===== config.mk =====
export PLATFORM = sky130hd
export DESIGN_NAME = rx
export DESIGN_NICKNAME = d
export VERILOG_FILES = /design/src/rtl/uart_pkg.sv /design/src/rtl/fifo.sv /design/src/rtl/rx_uart.sv /design/src/rtl/rx.sv
export SDC_FILE = /design/constraint.sdc
export NUM_CORES = 1
export LEC_CHECK = 0
export ABC_AREA = 1
export ABC_CLOCK_PERIOD_IN_PS = 2800
export CAP_MARGIN = 20
export CORE_UTILIZATION = 61
export DETAILED_ROUTE_END_ITERATION = 8
export PLACE_DENSITY = 0.85
export SLEW_MARGIN = 20
export SYNTH_ARGS = -nofsm -noshare
export SYNTH_HDL_FRONTEND = slang
export SYNTH_SLANG_ARGS = --single-unit

===== constraint.sdc =====
create_clock -name clk -period 2.8 [get_ports clk]
set_input_delay 0.42 -clock clk [delete_from_list [all_inputs] [get_ports clk]]
set_output_delay 0.42 -clock clk [all_outputs]
set_load 0.005 [all_outputs]

===== src/rtl/uart_pkg.sv =====
// Shared UART constants: 8N1 framing and receive FSM state encodings.
// Imported by both the rx and tx sides so the frame format stays in one place.
package uart_pkg;

  localparam int DATA_BITS = 8;
  localparam int STOP_BITS = 1;
  localparam int CNT_W     = $clog2(DATA_BITS);

  typedef enum logic [2:0] {
    ST_IDLE  = 3'd0,
    ST_START = 3'd1,
    ST_DATA  = 3'd2,
    ST_STOP  = 3'd3,
    ST_BREAK = 3'd4
  } rx_state_e;

endpackage


===== src/rtl/fifo.sv =====
// Shared synchronous FIFO, power-of-two depth.
// Pointers carry one extra wrap bit to tell full from empty.
module fifo #(
  parameter int WIDTH  = 8,
  parameter int LGFLEN = 3
) (
  input  logic             clk,
  input  logic             i_reset,
  input  logic             i_wr,
  input  logic [WIDTH-1:0] i_data,
  input  logic             i_rd,
  output logic [WIDTH-1:0] o_data,
  output logic             o_full,
  output logic             o_empty
);

  localparam logic [LGFLEN:0] ONE = {{LGFLEN{1'b0}}, 1'b1};

  logic [WIDTH-1:0] mem [0:(1<<LGFLEN)-1];
  logic [LGFLEN:0]  wr_ptr;
  logic [LGFLEN:0]  rd_ptr;
  logic             wr_en;
  logic             rd_en;

  assign o_empty = (wr_ptr == rd_ptr);
  assign o_full  = (wr_ptr[LGFLEN] != rd_ptr[LGFLEN]) &&
                   (wr_ptr[LGFLEN-1:0] == rd_ptr[LGFLEN-1:0]);

  // A write into a full FIFO is fine when the same edge frees a slot.
  assign wr_en = i_wr && (!o_full || i_rd);
  assign rd_en = i_rd && !o_empty;

  assign o_data = mem[rd_ptr[LGFLEN-1:0]];

  always_ff @(posedge clk) begin
    if (i_reset) begin
      wr_ptr <= '0;
      rd_ptr <= '0;
    end else begin
      if (wr_en) wr_ptr <= wr_ptr + ONE;
      if (rd_en) rd_ptr <= rd_ptr + ONE;
    end
  end

  always_ff @(posedge clk) begin
    if (wr_en) mem[wr_ptr[LGFLEN-1:0]] <= i_data;
  end

endmodule


===== src/rtl/rx_uart.sv =====
// Serial deframer: synchronizer, mid-bit sampling FSM and shift register.
// Emits a one-cycle push with the byte, or a frame-error strobe.
module rx_uart
  import uart_pkg::*;
#(
  parameter int                  TIMER_BITS      = 32,
  parameter logic [TIMER_BITS-1:0] CLOCKS_PER_BAUD = 868
) (
  input  logic                 clk,
  input  logic                 i_reset,
  input  logic                 uart_txd_in,
  output logic [DATA_BITS-1:0] o_data,
  output logic                 o_push,
  output logic                 o_frame_err
);

  localparam logic [TIMER_BITS-1:0] T_ONE  = TIMER_BITS'(1);
  localparam logic [TIMER_BITS-1:0] T_HALF = (CLOCKS_PER_BAUD >> 1) - T_ONE;
  localparam logic [TIMER_BITS-1:0] T_FULL = CLOCKS_PER_BAUD - T_ONE;
  localparam logic [CNT_W-1:0]      LAST   = CNT_W'(DATA_BITS - 1);

  logic [1:0]           sync;
  logic                 rxs;
  rx_state_e            state;
  logic [TIMER_BITS-1:0] timer;
  logic [CNT_W-1:0]     count;
  logic [DATA_BITS-1:0] shreg;
  logic                 expired;

  assign rxs     = sync[1];
  assign expired = (timer == '0);
  assign o_data  = shreg;

  always_ff @(posedge clk) begin
    if (i_reset) sync <= 2'b11;
    else         sync <= {sync[0], uart_txd_in};
  end

  always_ff @(posedge clk) begin
    if (i_reset) begin
      state       <= ST_IDLE;
      timer       <= '0;
      count       <= '0;
      shreg       <= '0;
      o_push      <= 1'b0;
      o_frame_err <= 1'b0;
    end else begin
      o_push      <= 1'b0;
      o_frame_err <= 1'b0;
      unique case (state)
        ST_IDLE: begin
          if (!rxs) begin
            state <= ST_START;
            timer <= T_HALF;
          end
        end
        ST_START: begin
          if (!expired) begin
            timer <= timer - T_ONE;
          end else if (rxs) begin
            state <= ST_IDLE;
          end else begin
            state <= ST_DATA;
            timer <= T_FULL;
            count <= '0;
          end
        end
        ST_DATA: begin
          if (!expired) begin
            timer <= timer - T_ONE;
          end else begin
            shreg <= {rxs, shreg[DATA_BITS-1:1]};
            timer <= T_FULL;
            count <= count + CNT_W'(1);
            if (count == LAST) state <= ST_STOP;
          end
        end
        ST_STOP: begin
          if (!expired) begin
            timer <= timer - T_ONE;
          end else if (rxs) begin
            state  <= ST_IDLE;
            o_push <= 1'b1;
          end else begin
            state       <= ST_BREAK;
            o_frame_err <= 1'b1;
          end
        end
        ST_BREAK: begin
          if (rxs) state <= ST_IDLE;
        end
        default: state <= ST_IDLE;
      endcase
    end
  end

endmodule


===== src/rtl/rx.sv =====
// UART receiver top: deframer feeding an 8-deep FIFO.
// Overrun and frame errors are sticky until cleared.
module rx
  import uart_pkg::*;
#(
  parameter int                    TIMER_BITS      = 32,
  parameter logic [TIMER_BITS-1:0] CLOCKS_PER_BAUD = 868,
  parameter int                    LGFLEN          = 3
) (
  input  logic                 clk,
  input  logic                 i_reset,
  input  logic                 uart_txd_in,
  input  logic                 i_ready,
  input  logic                 i_clr_err,
  output logic                 o_valid,
  output logic [DATA_BITS-1:0] o_data,
  output logic                 o_overrun,
  output logic                 o_frame_err
);

  logic [DATA_BITS-1:0] rx_byte;
  logic                 push;
  logic                 ferr;
  logic                 pop;
  logic                 full;
  logic                 empty;
  logic                 ovr;

  rx_uart #(
    .TIMER_BITS      (TIMER_BITS),
    .CLOCKS_PER_BAUD (CLOCKS_PER_BAUD)
  ) u_uart (
    .clk         (clk),
    .i_reset     (i_reset),
    .uart_txd_in (uart_txd_in),
    .o_data      (rx_byte),
    .o_push      (push),
    .o_frame_err (ferr)
  );

  fifo #(
    .WIDTH  (DATA_BITS),
    .LGFLEN (LGFLEN)
  ) u_fifo (
    .clk     (clk),
    .i_reset (i_reset),
    .i_wr    (push),
    .i_data  (rx_byte),
    .i_rd    (pop),
    .o_data  (o_data),
    .o_full  (full),
    .o_empty (empty)
  );

  assign o_valid = !empty;
  assign pop     = o_valid && i_ready;
  assign ovr     = push && full && !pop;

  // Set beats clear when both land on the same edge.
  always_ff @(posedge clk) begin
    if (i_reset) begin
      o_overrun   <= 1'b0;
      o_frame_err <= 1'b0;
    end else begin
      o_overrun   <= ovr  || (o_overrun   && !i_clr_err);
      o_frame_err <= ferr || (o_frame_err && !i_clr_err);
    end
  end

endmodule


Yosys cells after proc, flatten, opt, wreduce, memory -nomap -nowiden --
Memory sizes are Yosys's and may differ from the RTL's. A register that Yosys moved wholly into a read port is not among the register bits. Cells that the tools add are included.
Word-level totals: input bits 5, RAM bits 64, register bits 60, memories 1, logic and storage cells 84, output and inout port bits 11
Memories:
- u_fifo.mem | words 8, width 8, read ports 1, clocked after memory_dff 1, wr ports 1, RTL line fifo.sv:19 | logic [WIDTH-1:0] mem [0:(1<<LGFLEN)-1];
Operators by class: multiplexer cells 25, equal/unequal tests 17, bitwise gates (word level) 2, reduce and logical (&&, ||, !) cells 24, $add $sub $neg 4
Operators with widths (count):
- 32-bit 2-to-1 mux | 5
- 32-bit case mux with 4 select lines | 1
- 3-bit 2-to-1 mux | 12
- 32-bit zero test | 1
- 32-bit by 1-bit subtractor with 32-bit output, second input constant | 1
- 3-bit case mux with 5 select lines | 1
- 2-bit by 1-bit inequality test with 1-bit output, second input constant | 5
- 4-bit by 1-bit adder with 4-bit output, second input constant | 2
- 1-bit logical AND | 8
- 4-bit AND reduction | 2
- 3-bit by 2-bit equality test with 1-bit output, second input constant | 2
- 3-bit equality test, second input constant | 2
- 2-bit inequality test, second input constant | 3
- 3-bit case mux with 2 select lines | 1
- 6-bit AND reduction | 1
- 4-bit equality test | 1
- 1-bit zero test | 4
- 1-bit 2-to-1 mux | 4
- 4-bit nonzero test | 1
- 3-bit by 1-bit adder with 3-bit output, second input constant | 1
- 3-bit by 1-bit equality test with 1-bit output, second input constant | 1
- 3-bit equality test | 1
- 3-bit zero test | 1
- 1-bit logical OR | 3
- 7 further kinds | 8

Longest topological paths before layout --
Gate-level depths: netlist (run 1).
word-level depth 7, mapped depth 13, mapped depth without buffers 12

Hierarchy --
Synthesis (run 1) repeated with hierarchy kept, for this count alone.
Unflattened totals: cells, all modules 725, area, all modules 5969.5 sq um
By module, submodules not included:
- fifo | instances 1, area an instance 3110.5 sq um, cells an instance 275, sequential area each 2142.1 sq um
- rx_uart | instances 1, area an instance 2766.4 sq um, cells an instance 437, sequential area each 1001.0 sq um
- rx | instances 1, area an instance 92.6 sq um, cells an instance 13, sequential area each 40.0 sq um

Worst setup path before layout (run 1) --
OpenSTA, ideal clock, no wires.
path kind register to register, start point reg u_fifo.wr_ptr[2], end point mem u_fifo.mem[6][0], enable pin, required time 2.417 ns, arrival 1.689 ns, path buffers 0, library setup time 0.383 ns, stages on the path, launching flop included 7, path slack 0.728 ns, clock period less this slack 2.072 ns, path through dfxtp_1 xor2_1 nor2_1 nand2_1 nand2_1 or2_2 nor3_1
Between the ends: word-level cells in the longest chain between the ends 7, elaborated cells on any way between the ends 10, classes of those cells 2 x eq/ne; 2 x mux; 6 x reduce/logical
Ends and longest elaborated chain:
- start: declaration | RTL line fifo.sv:20 | logic [LGFLEN:0] wr_ptr;
- start signal: assignment | RTL line fifo.sv:40 | if (wr_en) wr_ptr <= wr_ptr + ONE;
- 4-bit equality test / 3-bit equality test (equally long branches) | RTL line fifo.sv:25, fifo.sv:27
- 1-bit zero test / 1-bit logical AND (equally long branches) | RTL line rx.sv:55, fifo.sv:26
- 1-bit logical AND / 1-bit zero test (equally long branches) | RTL line rx.sv:56, fifo.sv:30
- 1-bit logical OR | RTL line fifo.sv:30 | assign wr_en = i_wr && (!o_full || i_rd);
- 1-bit logical AND | RTL line fifo.sv:30
- 1-bit 2-to-1 mux | RTL line fifo.sv:46 | if (wr_en) mem[wr_ptr[LGFLEN-1:0]] <= i_data;
- 1-bit 2-to-1 mux (not written as such) | RTL line fifo.sv:46
- end: declaration | RTL line fifo.sv:19
Several ways; a longest one is shown, not always the timed one.

==> results of run 1 <==
-- timing repair --
item / 4_1_cts / 5_1_grt
endpoints found under the setup margin: 8 / 7
pin swaps: 0 / 0
resized for setup: 2 / 3
buffers inserted: 2 / 0
-- kinds of logic after synthesis --
family          Yosys count  synth area share (%)
simple gates            420                  29.4
flops                   127                  52.4
buf+inv                 102                  6.67
compound gates           95                  8.57
xor+xnor                 12                  1.73
fa+ha+maj                 6                  1.24
-- metal layers --
metal / up-vias / global-route usage, %
met5: - / 0
met2: 244 / 53.5
met1: 2494 / 34.2
li1: 2550 / -
met3: 49 / 6.42
met4: 0 / 14.7
-- state kept, by name, indices dropped and copies added, names as in the netlist, named ones only --
signal	count
o_frame_err	1
u_uart.state	3
u_uart.o_push	1
u_uart.o_data	8
o_overrun	1
u_fifo.rd_ptr	4
u_uart.timer	32
u_fifo.wr_ptr	4
u_uart.sync	2
u_uart.o_frame_err	1
u_fifo.mem	64
u_uart.count	3
-- layout make-up --
cell class	instances	area, sq um	area share [%]
inverters	81	308	4.41
multi-input cells	533	2490	35.6
flip-flops and latches	127	3190	45.7
clock inverters	15	148	2.12
well taps	133	166	2.38
clock buffers	17	414	5.93
repair buffers	30	270	3.87
-- cells in the final DEF, fill, tap and decap left out, types with 13 or more instances in the layout --
cell type	n
nand4_1	15
o21ai_0	56
clkdlybuf4s50_1	15
inv_1	78
nor2_1	185
dfxtp_1	62
a21oi_1	19
edfxtp_1	64
buf_4	13
clkbuf_16	16
nand3_1	59
nand2_1	133
-- worst min path at each step --
stage	to	cells after the start	slack, ps	start
finish	u_uart.sync[1]	1	430	u_uart.sync[0]
global route	u_uart.sync[1]	1	440	u_uart.sync[0]
CTS	u_uart.sync[1]	1	420	u_uart.sync[0]
detailed placement	u_uart.sync[1]	1	410	u_uart.sync[0]
global placement	u_uart.sync[1]	1	390	u_uart.sync[0]
floorplan	u_uart.sync[1]	1	390	u_uart.sync[0]
-- worst reg2reg max path, cell delays in order (launching register included) --
cell     delay (ps)
dfxtp_1         310
inv_1           150
ha_1            220
nand2_1          70
nor2_1          160
nand2_2         120
nor2_8          200
nand2_4         250
nand2_2         280
nand2_1         120
a21oi_1         150
-- cells in the mapped netlist --
cell,n,area (sq um)
xor2_1,8,70.1
inv_1,79,297
nor3_1,5,25.0
o21ai_0,56,280
a31oi_1,8,50.1
edfxtp_1,64,1920
o22ai_1,8,50.1
a21oi_1,19,95.1
nand2_1,133,499
ha_1,6,75.1
buf_2,3,15.0
nor2_2,7,43.8
nand2_2,5,31.3
buf_6,2,22.5
nor3b_1,1,7.51
a21oi_4,2,32.5
nor2_1,185,694
inv_2,1,3.75
clkbuf_1,13,48.8
clkinv_1,1,3.75
dfxtp_1,63,1260
nor2_4,2,22.5
or2_2,4,25.0
buf_1,2,7.51
a22oi_1,1,7.51
o21ai_1,1,5.00
nor4_1,1,6.26
nor2_8,1,20.0
nand2_4,2,22.5
buf_4,1,7.51
nand4_1,15,93.8
nand3_1,59,295
xnor2_1,4,35.0
-- where the power goes --
group / total [mW] / switching [mW] / internal [mW]
clock network: 2.09 / 0.892 / 1.20
logic: 3.58 / 2.46 / 1.12
registers: 2.43 / 0.243 / 2.18
-- through the flow --
step           instances  power [mW]
6_report             936        8.10
5_1_grt              936        8.70
4_1_cts              936        8.03
3_5_place_dp         902        5.91
3_3_place_gp         902        5.76
2_1_floorplan        762        5.14
==> qor.yml, run 1 <==
status: "finished, final reports clean"
rsz0062_at_grt: "false"
leakagePower_nw: 3.04
port_buffers: 15
r2r_start: "u_uart.timer[0]"
nets: 801
ys_ff_latch: 127
hold_path.class: "reg -> reg"
hold_viol_final: 0
critPathMaxStageDelay_ps: 540
synth_area_per_cell_sq_um: 7.97
grt-ovfl-total: 0
place_ws_ps: 327
regToRegEndpoint: "u_uart.timer[2]"
postRouteAntennaNets: 0
max_slew_margin_pct: 51.3
totalWireLength_microns: 14400
yosysUniqueCellTypes: 33
path_clk_slew_ps: 70
n_antenna_cell: 0
syn-num-nets: 773
drt_iter0_drc: 336
setup_viol: 0
place_hpwl_microns: 9440
start_util_pct: 62.4
final.setup.worst_slack_ps: 129
final.setup.tns_ps: 0
path_buf_inv: 2
critical_path.max_fanout: 32
ys_seq_area_share_pct: 52.4
fillers: 721
end_kind: "output port"
die_w_microns: 102
core_area_sq_mm: 0.00973
final_area_sq_mm: 0.00698
dpl-instance-area_sq_mm: 0.00639
r2r_slack_ps: 730
cts_root_buffer: "clkbuf_8"
clk_path_buf_depth: 2
crit_arrival_ps: 2250
drive_above_1_share_pct: 8.97
rows: 36
gp_congestion: 0.952
die_y_microns: 102
ios: 16
rr_worst_depth: 10
cp.required_ps: 2380
cts_htree_levels: 4
worstMarginPinSlew_ps: 730
crit_cells: 6
crit_end: "o_data[3]"
synthCells: 762
power_density_mw_per_mm2: 1160
grt_max_degree: 34
detail_route.wl_per_cell_microns: 15.4
wl_met2_microns: 7350
drtPass1Iterations: 5
ctsHoldBuffers: 0
slowest_stage: "clkdlybuf4s50_1"
clock_latency_ps: 530
vias: 5337
track_usage_pct: 30.1
irDropWorstVdd_uv: 852
crit_path_cell_trace: "buf_6 > nor2_1 > nor2_1 > o21ai_0 > a31oi_1 > clkdlybuf4s50_1"
dieArea_sq_mm: 0.0104
crit_path_start_kind: "flip-flop"
grt_pass1_wl_microns: 23900
drc: 0
holdWs_ps: 427
routed_via_density: 5.70
fmax_ghz: 0.374
met1Wirelength_microns: 5680
antenna_found_initial: 0
path_delay_family: "buffers and inverters"
yosys_warnings: 0
skew_ps: 12.8
cts_sinks: 127
path_class: "reg -> out"
slew_violations: 0
cp_common_cell: "nor2_1"
cts_buffers: 17
dr_wl_met3_microns: 914
netlist_area_sq_mm: 0.00608
finalCritPeriodShare_pct: 95.4
cts_tree: "done"
first_global_vias: 5188
top_layer: "met4"
cap_violations: 0
fin_util_pct: 71.7
syn_to_final_growth_pct: 14.9
post-route-min-period_ps: 2670
No activity file was read; power rests on OpenSTA's default activity.
==> run 2: changes to the inputs <==
--- a/config.mk
+++ b/config.mk
@@ -8,9 +8,10 @@
 export ABC_AREA = 1
 export ABC_CLOCK_PERIOD_IN_PS = 2800
 export CAP_MARGIN = 20
-export CORE_UTILIZATION = 61
+export CORE_ASPECT_RATIO = 1.1
+export CORE_UTILIZATION = 60
 export DETAILED_ROUTE_END_ITERATION = 8
-export PLACE_DENSITY = 0.85
+export PLACE_DENSITY = 0.84
 export SLEW_MARGIN = 20
 export SYNTH_ARGS = -nofsm -noshare
 export SYNTH_HDL_FRONTEND = slang
==> run 2 against run 1 <==
Worst hold slack lost 12 ps. Utilization shrank 0.86 points. Routed wire length down 3.0%. Sequential share of layout area about the same. Power rose by 0.35%. Combinational power down 2%. Sequential power is essentially flat. Sequential cell count is the same. Critical path depth unchanged. Non-clock buffer count fell by 2. Critical path type unchanged. Critical endpoint is now o_data[1]. Largest power group unchanged.
==> qor.yml, run 2 (synthesized netlist as in run 1, its figures left out) <==
cap_violations: 0  # unchanged
cts_htree_levels: 4  # unchanged
start_util_pct: 61.7  # -0.71 points
drive_above_1_share_pct: 8.24  # -0.73 points
path_delay_family: "buffers and inverters"
rr_worst_depth: 8  # -2
path_buf_inv: 2  # unchanged
holdWs_ps: 414  # -12.1 ps
finalCritPeriodShare_pct: 95.0  # -0.37 points
cts_tree: "done"
end_kind: "output port"
critPathMaxStageDelay_ps: 530  # about the same
cts_setup_buffers: 0  # -2
hold_end: "u_uart.sync[1]"
core_area_sq_mm: 0.00984  # +1.2%
cts_sinks: 127  # unchanged
syn_to_final_growth_pct: 14.8  # about the same
status: "finished, final reports clean"
nets: 799  # -0.25%
track_usage_pct: 28.8  # -1.3 points
antenna_found_initial: 0  # unchanged
final_cell_mix: "nor2_1 (185), nand2_1 (133), inv_1 (78), edfxtp_1 (64), dfxtp_1 (63)"
r2r_slack_ps: 700  # -30 ps
skew_ps: 6.23  # -6.56 ps
worstHoldStart: "u_uart.sync[0]"
largest_reg_flops: 64  # unchanged
power_density_mw_per_mm2: 1170  # +0.40%
hold_path.class: "reg -> reg"
grt_pass1_wl_microns: 23300  # -2.3%
multiInputGateArea_sq_mm: 0.00249  # unchanged
r2r_start: "u_fifo.wr_ptr[0]"
postRouteAntennaNets: 0  # unchanged
grt_max_degree: 34  # unchanged
path_class: "reg -> out"
drc: 0  # unchanged
clk_path_buf_depth: 2  # unchanged
cp.required_ps: 2380  # about the same
register_area_sq_mm: 0.00318  # -0.12%
gp_congestion: 0.948  # -0.42%
slew_violations: 0  # unchanged
first_global_vias: 4960  # -4.4%
p_total_mw: 8.13  # +0.35%
rsz0062_at_grt: "true"
port_buffers: 15  # unchanged
rows: 38  # +5.6%
totalWireLength_microns: 13900  # -3.0%
detail_route.wl_per_cell_microns: 15.1  # -1.4%
irDropWorstVdd_uv: 902  # +5.9%
hold_viol_final: 0  # unchanged
slowest_stage: "clkdlybuf4s50_1"
routed_via_density: 5.58  # -2.1%
dieArea_sq_mm: 0.0105  # +1.6%
worstMarginPinSlew_ps: 645  # -85.0 ps
crit_path_cell_trace: "buf_4 > nor2_1 > nor2_1 > o21ai_0 > a31oi_1 > clkdlybuf4s50_1"
leakagePower_nw: 3.05  # +0.28%
fmax_ghz: 0.376  # +0.39%
die_w_microns: 97.9  # -3.8%
crit_path_start_kind: "flip-flop"
cts_root_buffer: "clkbuf_8"
cp_common_cell: "nor2_1"
drt_iter0_drc: 335  # -0.30%
place_hpwl_microns: 9510  # +0.69%
die_y_microns: 108  # +5.6%
drtPass1Iterations: 5  # unchanged
n_antenna_cell: 0  # unchanged
hold_path_depth: 1  # unchanged
ios: 16  # unchanged
final_common_cell: "nor2_1"
grt-ovfl-total: 0  # unchanged
crit_arrival_ps: 2240  # about the same
post-route-min-period_ps: 2660  # -10.5 ps
regToRegEndpoint: "u_fifo.mem[0][5]"
cts_buffers: 17  # unchanged
max_slew_margin_pct: 56.9  # +5.6 points
final.setup.tns_ps: 0  # unchanged
clock_latency_ps: 520  # about the same
fillers: 720  # -0.14%
vias: 5141  # -3.7%
critical_path.max_fanout: 32  # unchanged
setup_viol: 0  # unchanged
path_clk_slew_ps: 60  # about the same
-- run 2: power by group --
| group | internal [mW] | switching, mW | leakage (nW) |
|---|---|---|---|
| clock network | 1.42 | 0.771 | 0.283 |
| logic | 1.12 | 2.40 | 1.67 |
| registers | 2.18 | 0.239 | 1.10 |
-- run 2: worst max-delay path by stage --
| stage | from | endpoint | slack [ps] | cells past startpoint |
|---|---|---|---|---|
| final | flip-flop | o_data[1] | 140 | 6 |
| after CTS | flip-flop | o_data[6] | 80 | 7 |
| after global routing | flip-flop | o_data[2] | -4 | 6 |
| after floorplan | u_fifo.wr_ptr[2] | u_fifo.mem[6][0] | 730 | 6 |
| after global placement | i_ready | u_fifo.mem[0][4] | 580 | 7 |
| after detailed placement | i_ready | u_fifo.mem[0][4] | 530 | 7 |
-- run 2: final cells by class --
type	instances	share of cell area (%)
clock buffers	21	6.58
clock inverters	11	1.97
inverters	81	4.41
multi-input cells	533	35.7
flip-flops and latches	127	45.6
well taps	120	2.15
repair buffers	28	3.60
-- run 2: timing repair --
item | CTS | global route
hold buffers | 0 | 0
endpoints found under the setup margin | 0 | 8
gates resized for setup | 0 | 2
-- run 2: metal layers --
metal / global-route usage, % / vias to the layer above / part of all wire [%]
met1: 30.9 / 2348 / 39
li1: - / 2548 / -
met5: 0 / - / 0
met3: 5.84 / 45 / 5.7
met4: 16.2 / 0 / 3.6
met2: 52.7 / 200 / 51
-- run 2: stage by stage --
| stage | instances | util, % | instance area, sq um | setup slack (ps) |
|---|---|---|---|---|
| final | 921 | 70.9 | 6980 | 139 |
| after global routing | 921 | 70.9 | 6980 | -4.09 |
| after CTS | 921 | 70.8 | 6970 | 77.0 |
| after detailed placement | 889 | 64.7 | 6370 | 525 |
| after global placement | 889 | 64.7 | 6370 | 580 |
| after floorplan | 762 | - | 6080 | 728 |
